<file path="config.mk">
export PLATFORM = sky130hd
export DESIGN_NAME = vram_arbiter_flat
export DESIGN_NICKNAME = d
export VERILOG_FILES = /design/src/rtl/vram_arbiter_pkg.sv /design/src/rtl/vram_arbiter_if.sv /design/src/rtl/vram_arbiter.sv /design/src/flat_wrapper.sv
export SDC_FILE = /design/constraint.sdc
export NUM_CORES = 1
export LEC_CHECK = 0
export ABC_AREA = 1
export CORE_MARGIN = 3
export CORE_UTILIZATION = 44
export DETAILED_ROUTE_END_ITERATION = 10
export GPL_TIMING_DRIVEN = 0
export PLACE_DENSITY = 0.87
export SYNTH_ARGS = -nofsm -noshare
export SYNTH_HDL_FRONTEND = slang
export SYNTH_SLANG_ARGS = --single-unit
</file>
<file path="constraint.sdc">
create_clock -name clk -period 3.25 [get_ports clk]
set_input_delay 0.65 -clock clk [delete_from_list [all_inputs] [get_ports clk]]
set_output_delay 0.65 -clock clk [all_outputs]
set_load 0.02 [all_outputs]
</file>
<file path="src/rtl/vram_arbiter_pkg.sv">
// -----------------------------------------------------------------------------
// vram_pkg
//   Shared definitions for the VRAM arbiter: default bus widths, the default
//   starvation limit, the issue-slot state encoding and the owner tag that
//   travels down the pipeline with each access.
//   No ports (package).
// -----------------------------------------------------------------------------
package vram_pkg;

  localparam int VRAM_ADDR_W     = 32;
  localparam int VRAM_DATA_W     = 32;
  localparam int VRAM_STARVE_MAX = 7;

  // Which requester owns the VRAM port during the current cycle.
  typedef enum logic [1:0] {
    IDLE     = 2'd0,
    PPU_SLOT = 2'd1,
    CPU_SLOT = 2'd2
  } state_t;

  // Tag carried alongside an in-flight access so the response stage knows
  // whose data is coming back from the VRAM.
  typedef enum logic [1:0] {
    NONE = 2'd0,
    PPU  = 2'd1,
    CPU  = 2'd2
  } owner_t;

  function automatic owner_t slot_owner(input state_t slot);
    case (slot)
      PPU_SLOT: return PPU;
      CPU_SLOT: return CPU;
      default:  return NONE;
    endcase
  endfunction

endpackage

</file>
<file path="src/rtl/vram_arbiter_if.sv">
// -----------------------------------------------------------------------------
// vram_arbiter_if
//   Bundles the PPU read port, the CPU request/ack port and the VRAM port.
//   Modports:
//     slave  - the arbiter side (takes requests, drives responses and VRAM)
//     master - the client side (PPU, CPU and the VRAM model)
//   Signals:
//     ppu_req/ppu_addr -> ppu_data/ppu_valid
//     cpu_req/cpu_we/cpu_addr/cpu_wdata -> cpu_rdata/cpu_ack
//     mem_en/mem_we/mem_addr/mem_wdata -> mem_rdata (one cycle read latency)
// -----------------------------------------------------------------------------
interface vram_arbiter_if
  import vram_pkg::*;
#(
  parameter int ADDR_W = VRAM_ADDR_W,
  parameter int DATA_W = VRAM_DATA_W
);

  logic              ppu_req;
  logic [ADDR_W-1:0] ppu_addr;
  logic [DATA_W-1:0] ppu_data;
  logic              ppu_valid;

  logic              cpu_req;
  logic              cpu_we;
  logic [ADDR_W-1:0] cpu_addr;
  logic [DATA_W-1:0] cpu_wdata;
  logic [DATA_W-1:0] cpu_rdata;
  logic              cpu_ack;

  logic              mem_en;
  logic              mem_we;
  logic [ADDR_W-1:0] mem_addr;
  logic [DATA_W-1:0] mem_wdata;
  logic [DATA_W-1:0] mem_rdata;

  modport slave (
    input  ppu_req, ppu_addr, cpu_req, cpu_we, cpu_addr, cpu_wdata, mem_rdata,
    output ppu_data, ppu_valid, cpu_rdata, cpu_ack,
           mem_en, mem_we, mem_addr, mem_wdata
  );

  modport master (
    output ppu_req, ppu_addr, cpu_req, cpu_we, cpu_addr, cpu_wdata, mem_rdata,
    input  ppu_data, ppu_valid, cpu_rdata, cpu_ack,
           mem_en, mem_we, mem_addr, mem_wdata
  );

endinterface

</file>
<file path="src/rtl/vram_arbiter.sv">
// -----------------------------------------------------------------------------
// vram_arbiter
//   Shares one single-port VRAM between a PPU read port and a CPU read/write
//   port. One grant per cycle; the PPU normally has strict priority.
//   Pipeline: issue stage (registered mem_* + slot state) -> VRAM read
//   (one cycle, tag follows in tag_pipe_reg) -> response stage (registered
//   ppu_*/cpu_*). Response appears two edges after the request is sampled.
//
//   Ports:
//     clk    - clock, all state on rising edge
//     rst_n  - asynchronous active-low reset
//     bus    - vram_arbiter_if.slave (PPU, CPU and VRAM signals)
//
//   Optional feature: define VRAM_ARB_STARVE_GUARD_EN to add a saturating
//   starvation counter that forces a CPU grant after STARVE_MAX consecutive
//   blocked cycles. Without it the PPU always wins.
// -----------------------------------------------------------------------------
module vram_arbiter
  import vram_pkg::*;
#(
  parameter int ADDR_W     = VRAM_ADDR_W,
  parameter int DATA_W     = VRAM_DATA_W,
  parameter int STARVE_MAX = VRAM_STARVE_MAX
) (
  input logic           clk,
  input logic           rst_n,
  vram_arbiter_if.slave bus
);

  if (STARVE_MAX < 1 || STARVE_MAX > 255) begin : g_starve_range
    $error("vram_arbiter: STARVE_MAX must be in 1..255");
  end

  state_t            state_reg;
  state_t            state_next;
  owner_t            tag_pipe_reg;
  logic              cpu_out_reg;

  logic              mem_en_reg;
  logic              mem_we_reg;
  logic [ADDR_W-1:0] mem_addr_reg;
  logic [DATA_W-1:0] mem_wdata_reg;

  logic              ppu_valid_reg;
  logic [DATA_W-1:0] ppu_data_reg;
  logic              cpu_ack_reg;
  logic [DATA_W-1:0] cpu_rdata_reg;

  logic              cpu_pending;
  logic              cpu_priority;

  // A held cpu_req is only a new request once its previous access has acked.
  assign cpu_pending = bus.cpu_req && !cpu_out_reg;

`ifdef VRAM_ARB_STARVE_GUARD_EN
  logic [7:0] starve_reg;
  assign cpu_priority = (starve_reg == 8'(STARVE_MAX));
`else
  assign cpu_priority = 1'b0;
`endif

  always_comb begin
    state_next = IDLE;
    if (cpu_pending && (!bus.ppu_req || cpu_priority)) begin
      state_next = CPU_SLOT;
    end else if (bus.ppu_req) begin
      state_next = PPU_SLOT;
    end
  end

  always_ff @(posedge clk or negedge rst_n) begin
    if (!rst_n) begin
      state_reg     <= IDLE;
      tag_pipe_reg  <= NONE;
      cpu_out_reg   <= 1'b0;
      mem_en_reg    <= 1'b0;
      mem_we_reg    <= 1'b0;
      mem_addr_reg  <= '0;
      mem_wdata_reg <= '0;
      ppu_valid_reg <= 1'b0;
      ppu_data_reg  <= '0;
      cpu_ack_reg   <= 1'b0;
      cpu_rdata_reg <= '0;
`ifdef VRAM_ARB_STARVE_GUARD_EN
      starve_reg    <= '0;
`endif
    end else begin
      // Issue stage
      state_reg <= state_next;
      case (state_next)
        PPU_SLOT: begin
          mem_en_reg   <= 1'b1;
          mem_we_reg   <= 1'b0;
          mem_addr_reg <= bus.ppu_addr;
        end
        CPU_SLOT: begin
          mem_en_reg   <= 1'b1;
          mem_we_reg   <= bus.cpu_we;
          mem_addr_reg <= bus.cpu_addr;
          if (bus.cpu_we) begin
            mem_wdata_reg <= bus.cpu_wdata;
          end
        end
        default: begin
          // Address and write data keep their last value while idle.
          mem_en_reg <= 1'b0;
          mem_we_reg <= 1'b0;
        end
      endcase

      // Tag follows the access while the VRAM performs its read.
      tag_pipe_reg <= slot_owner(state_reg);

      // Response stage; data registers only change on their own pulse.
      ppu_valid_reg <= (tag_pipe_reg == PPU);
      cpu_ack_reg   <= (tag_pipe_reg == CPU);
      if (tag_pipe_reg == PPU) begin
        ppu_data_reg <= bus.mem_rdata;
      end
      if (tag_pipe_reg == CPU) begin
        cpu_rdata_reg <= bus.mem_rdata;
      end

      // Grant and ack cannot coincide: a grant needs cpu_out_reg low, while
      // a CPU tag in the pipe implies it is high.
      if (state_next == CPU_SLOT) begin
        cpu_out_reg <= 1'b1;
      end else if (tag_pipe_reg == CPU) begin
        cpu_out_reg <= 1'b0;
      end

`ifdef VRAM_ARB_STARVE_GUARD_EN
      if (state_next == CPU_SLOT) begin
        starve_reg <= '0;
      end else if (cpu_pending && (starve_reg != 8'(STARVE_MAX))) begin
        starve_reg <= starve_reg + 8'd1;
      end
`endif
    end
  end

  assign bus.mem_en    = mem_en_reg;
  assign bus.mem_we    = mem_we_reg;
  assign bus.mem_addr  = mem_addr_reg;
  assign bus.mem_wdata = mem_wdata_reg;
  assign bus.ppu_valid = ppu_valid_reg;
  assign bus.ppu_data  = ppu_data_reg;
  assign bus.cpu_ack   = cpu_ack_reg;
  assign bus.cpu_rdata = cpu_rdata_reg;

endmodule

</file>
<file path="src/flat_wrapper.sv">
// flat-port wrapper written by rule: the top's interface ports become plain ports
module vram_arbiter_flat import vram_pkg::*;
#(
  parameter int ADDR_W     = VRAM_ADDR_W,
  parameter int DATA_W     = VRAM_DATA_W,
  parameter int STARVE_MAX = VRAM_STARVE_MAX
)
  (clk, rst_n, bus_ppu_req, bus_ppu_addr, bus_cpu_req, bus_cpu_we, bus_cpu_addr, bus_cpu_wdata, bus_mem_rdata, bus_ppu_data, bus_ppu_valid, bus_cpu_rdata, bus_cpu_ack, bus_mem_en, bus_mem_we, bus_mem_addr, bus_mem_wdata);
  vram_arbiter_if #(.ADDR_W(ADDR_W), .DATA_W(DATA_W)) bus_i ();
  input logic clk;
  input logic rst_n;
  input wire logic [$bits(bus_i.ppu_req)-1:0] bus_ppu_req;
  input wire logic [$bits(bus_i.ppu_addr)-1:0] bus_ppu_addr;
  input wire logic [$bits(bus_i.cpu_req)-1:0] bus_cpu_req;
  input wire logic [$bits(bus_i.cpu_we)-1:0] bus_cpu_we;
  input wire logic [$bits(bus_i.cpu_addr)-1:0] bus_cpu_addr;
  input wire logic [$bits(bus_i.cpu_wdata)-1:0] bus_cpu_wdata;
  input wire logic [$bits(bus_i.mem_rdata)-1:0] bus_mem_rdata;
  output wire logic [$bits(bus_i.ppu_data)-1:0] bus_ppu_data;
  output wire logic [$bits(bus_i.ppu_valid)-1:0] bus_ppu_valid;
  output wire logic [$bits(bus_i.cpu_rdata)-1:0] bus_cpu_rdata;
  output wire logic [$bits(bus_i.cpu_ack)-1:0] bus_cpu_ack;
  output wire logic [$bits(bus_i.mem_en)-1:0] bus_mem_en;
  output wire logic [$bits(bus_i.mem_we)-1:0] bus_mem_we;
  output wire logic [$bits(bus_i.mem_addr)-1:0] bus_mem_addr;
  output wire logic [$bits(bus_i.mem_wdata)-1:0] bus_mem_wdata;
  assign bus_i.ppu_req = bus_ppu_req;
  assign bus_i.ppu_addr = bus_ppu_addr;
  assign bus_i.cpu_req = bus_cpu_req;
  assign bus_i.cpu_we = bus_cpu_we;
  assign bus_i.cpu_addr = bus_cpu_addr;
  assign bus_i.cpu_wdata = bus_cpu_wdata;
  assign bus_i.mem_rdata = bus_mem_rdata;
  assign bus_ppu_data = bus_i.ppu_data;
  assign bus_ppu_valid = bus_i.ppu_valid;
  assign bus_cpu_rdata = bus_i.cpu_rdata;
  assign bus_cpu_ack = bus_i.cpu_ack;
  assign bus_mem_en = bus_i.mem_en;
  assign bus_mem_we = bus_i.mem_we;
  assign bus_mem_addr = bus_i.mem_addr;
  assign bus_mem_wdata = bus_i.mem_wdata;
  vram_arbiter #(.ADDR_W(ADDR_W), .DATA_W(DATA_W), .STARVE_MAX(STARVE_MAX)) u_core (.clk(clk), .rst_n(rst_n), .bus(bus_i));
endmodule
</file>
* Word level (Yosys, flattened, before mapping)
Index checks and enable logic that the tools add are counted.
** Storage, ports and cells
- Register bits :: 137
- Bits of input ports :: 133
- Logic and storage cells :: 33
** Operators by class
- Equal/unequal tests :: 6
- Multiplexer cells :: 8
- Reduce and logical (&&, ||, !) cells :: 8
** Operators by type and width (count)
- $pmux W32 S2 :: 1
- $eq A2 B1 Y1 const B :: 3
- $eq A2 B2 Y1 const B :: 3
- $mux W1 :: 5
- $pmux W2 S2 :: 1
- $reduce_bool A2 Y1 :: 2
- $logic_and A1 B1 Y1 :: 2
- $logic_not A1 Y1 :: 2
- $mux W2 :: 1
- $reduce_and A2 Y1 :: 1
- $reduce_or A2 Y1 :: 1

* Depth between registers and ports, before layout
- Word-level depth :: 7
- Mapped depth :: 6
- Depth with buffers taken out :: 5

* Worst setup path after synthesis
OpenSTA, ideal clock, no wires.
- Kind :: input to register
- From :: input port bus_ppu_req
- To :: register u_core.mem_wdata_reg[10] (netlist: u_core.bus.mem_wdata[10])
- Library setup time :: 0.117 ns
- Data arrival time :: 1.277 ns
- Path slack :: 1.856 ns
- Stages on the path :: 6
- Path buffers :: 2
- Cells stage by stage :: buf_2 > inv_4 > nand4_2 > buf_2 > nand2_1 > nand2_1
** Between the ends
- Word-level cells in the longest chain between the ends :: 5
** Ends and longest elaborated chain
- start, declared :: RTL line flat_wrapper.sv:12 : input wire logic [$bits(bus_i.ppu_req)-1:0] bus_ppu_req;
- $logic_not A1 Y1 :: RTL line vram_arbiter.sv:64 : if (cpu_pending && (!bus.ppu_req || cpu_priority)) begin
- $logic_and A1 B1 Y1 :: RTL line vram_arbiter.sv:64
- $mux W2 * :: RTL line vram_arbiter.sv:64
- $eq A2 B2 Y1 * :: RTL line vram_arbiter.sv:90 : case (state_next)
- $reduce_and A2 Y1 (no source line) *
- end signal, assigned :: RTL line vram_arbiter.sv:101 : mem_wdata_reg <= bus.cpu_wdata;
- end, declared :: RTL line vram_arbiter.sv:42 : logic [DATA_W-1:0] mem_wdata_reg;
Mark *: on every way between the ends. The rest lies on a longest branch, timed or not.
A chain may end at the register's enable or synchronous reset.

* Worst setup path in the final report
- From :: register u_core.ppu_data_reg[15] (netlist: u_core.bus.ppu_data[15])
- To :: output port bus_ppu_data[15]
** RTL lines
- start, declared :: RTL line vram_arbiter.sv:45 : logic [DATA_W-1:0] ppu_data_reg;
- start signal, assigned :: RTL line vram_arbiter.sv:118 : ppu_data_reg <= bus.mem_rdata;
- end, declared :: RTL line flat_wrapper.sv:19 : output wire logic [$bits(bus_i.ppu_data)-1:0] bus_ppu_data;
No word-level cell between the ends.

==> metrics.txt <==
Crit-path slowest cell=clkdlybuf4s50_1; IO Pins=265; register area share after synthesis=62.6%; share of layout cells above drive strength 1=7.95%; worst path required time=2.60 ns; Die Y-Extent=118 µm; most numerous cell in the Yosys netlist=nand2_1; dpl hpwl=13200 µm; Place WS=1.27 ns; leakage power=4.18 nW; Worst-path clk slew=0.06 ns; Hold Fails Final Rpt=0; Max VDD drop=453 µV; simple-gate share of the synthesized area=24.2%; Avg Cell Area, Syn=9.35 µm²; gpl congestion=0.864; Iter 0 DRT Violations=363; synthesized net count=719; first-pass GRT wire length=28000 µm; setup bufs post-CTS=0; core footprint=0.0121 mm²; final worst-path cycle share=64.5%; vias in the first global route=5435; Most used DFF post-synth=dfrtp_1; starting density of the core=45.2%; Post-synth top cells=164 x nand2_1, 137 x dfrtp_1, 96 x nand3_1, 62 x o21ai_0, 39 x inv_1; Via density=5.02; Synth area leaders=dfrtp_1 63%, nand2_1 11%, nand3_1 8.8%; min Tclk post-route=2.10 ns; Synth top area share=62.6%; Crit. End Element=primary output; TritonRoute pass-1 iters=5; Max Root-Sink Buffers=2; compound-gate portion of the synthesized area=5.94%; Worst Path Buf+Inv=1; ys async rst share=100%; RSZ-0062 raised after global routing=no; GRT Total Usage=25.5%; post-cts sizing count=0; IO buf count=262; Hold-fix buffers, CTS=0; largest net degree at the start of global routing=81; area leader, netlist=dfrtp_1; Max-slew headroom=63.4%; largest family of logic cells by synthesized area=simple AND/OR/NAND/NOR gates; arrival time at the worst endpoint=1.45 ns; Tot Pwr=7.07 mW; Mapped Cells=586; CP max FO=2; Largest stage delay, worst path=0.64 ns; P&R area growth vs syn=62.6%; clk_lat worst skew=0.41 ns; Post-Syn Area=0.00548 mm²; clock tree sinks=137; area of the die=0.0138 mm²; HP Class=in -> async; via count=5268; root buffer cell=clkbuf_16; yosys warns=0; CTS tree=done; CP Launch Type=register; DIE WIDTH=118 µm; # nets final=1001; Worst Clk Skew=0.00575 ns; post-synthesis register bit count=137; ant diodes=0; synth unique cells=16; Worst Tran Pin Value=0.550 ns; # H-tree levels=4; Max Cap Viol=0; post-route ant nets=0; Post-synth EDFFs=0; Slew Viols, Final=0; drt drc=0; WS Path Type=reg -> out; Final setup viols=0; Worst path top cell family by delay=buffers and inverters; Worst Setup Slack, final=1.15 ns; post-synthesis mux area share=0%; Synth Area in XOR/XNOR=0%; routed len/inst=16.8 µm; status=complete, no violations; Post-Synth Adder-Cell Area=0%; total gr overflow=0; Rows=40; worst path cell trace=clkdlybuf4s50_1; max frequency=477 MHz; initial antenna violation count=0; Routed WL=17700 µm; Num CTS Buffers=17; P per Cell Area=794 mW/mm²
[logic make-up after synthesis]
logic type | count (synthesis)
buffers and inverters | 87
AO/OA/AOI/OAI | 65
flip-flops | 137
AND/OR/NAND/NOR | 297
[per-layer routing]
metal	wire (µm)	track usage, %	share of wire [%]
met1	6770	29.0	38
met2	8710	43.9	49
met3	1750	9.90	9.9
met4	428	8.86	2.4
met5	0	0	0
[layout by cell type (no fill, tap or decap)]
master           count
clkinvlp_4           1
clkbuf_1            15
nor2_2               2
o21ai_0             62
inv_4                1
nand3_1             96
buf_16               1
clkdlybuf4s50_1    261
o21ai_1              3
bufinv_16            2
nand4_2              1
clkbuf_16           17
buf_6                3
nand2_1            164
clkinv_2             7
buf_2               22
clkinv_4             3
inv_1               39
clkbuf_8             1
nor2_1               2
inv_2                2
dfrtp_1            137
buf_4                7
nand4_1             32
[power breakdown]
group	switching, mW	internal, mW
clock network	0.710	1.14
registers	0.303	2.23
logic	1.42	1.27
[path summary, 6_finish.rpt]
kind / startpoint / slack (ns) / end / depth (start not counted)
min in group clk: u_core.state_reg[0] / 0.42 / u_core.tag_pipe_reg[1] / 1
min: rst_n / 0.21 / u_core.bus.ppu_data[5] / 1
max reg2reg: u_core.tag_pipe_reg[0] / 1.83 / u_core.bus.ppu_data[6] / 4
max in group asynchronous: rst_n / 2.27 / u_core.tag_pipe_reg[0] / 2
min reg2reg: u_core.state_reg[0] / 0.42 / u_core.tag_pipe_reg[1] / 1
max: u_core.bus.ppu_data[15] / 1.15 / bus_ppu_data[15] / 1
[layout make-up]
type	count	area [µm²]
Sequential cell	137	3430
Fill cell	868	3200
Timing Repair Buffer	263	2650
Multi-Input combinational cell	362	1650
Clock buffer	19	443
Buffer	45	238
Tap cell	168	210
Inverter	42	160
Clock inverter	13	129
[stage by stage]
stage	cells	cell area, µm²	utilization (%)	hold slack [ns]	TNS (ns)
after floorplan	586	5480	-	0.354	0
after global placement	1016	8310	68.6	0.407	-517.78
after detailed placement	1017	8340	68.9	0.411	0
after CTS	1049	8910	73.6	0.218	0
after global routing	1049	8910	73.6	0.241	0
final	1049	8910	73.6	0.209	0
(Power assumes the default switching activity.)
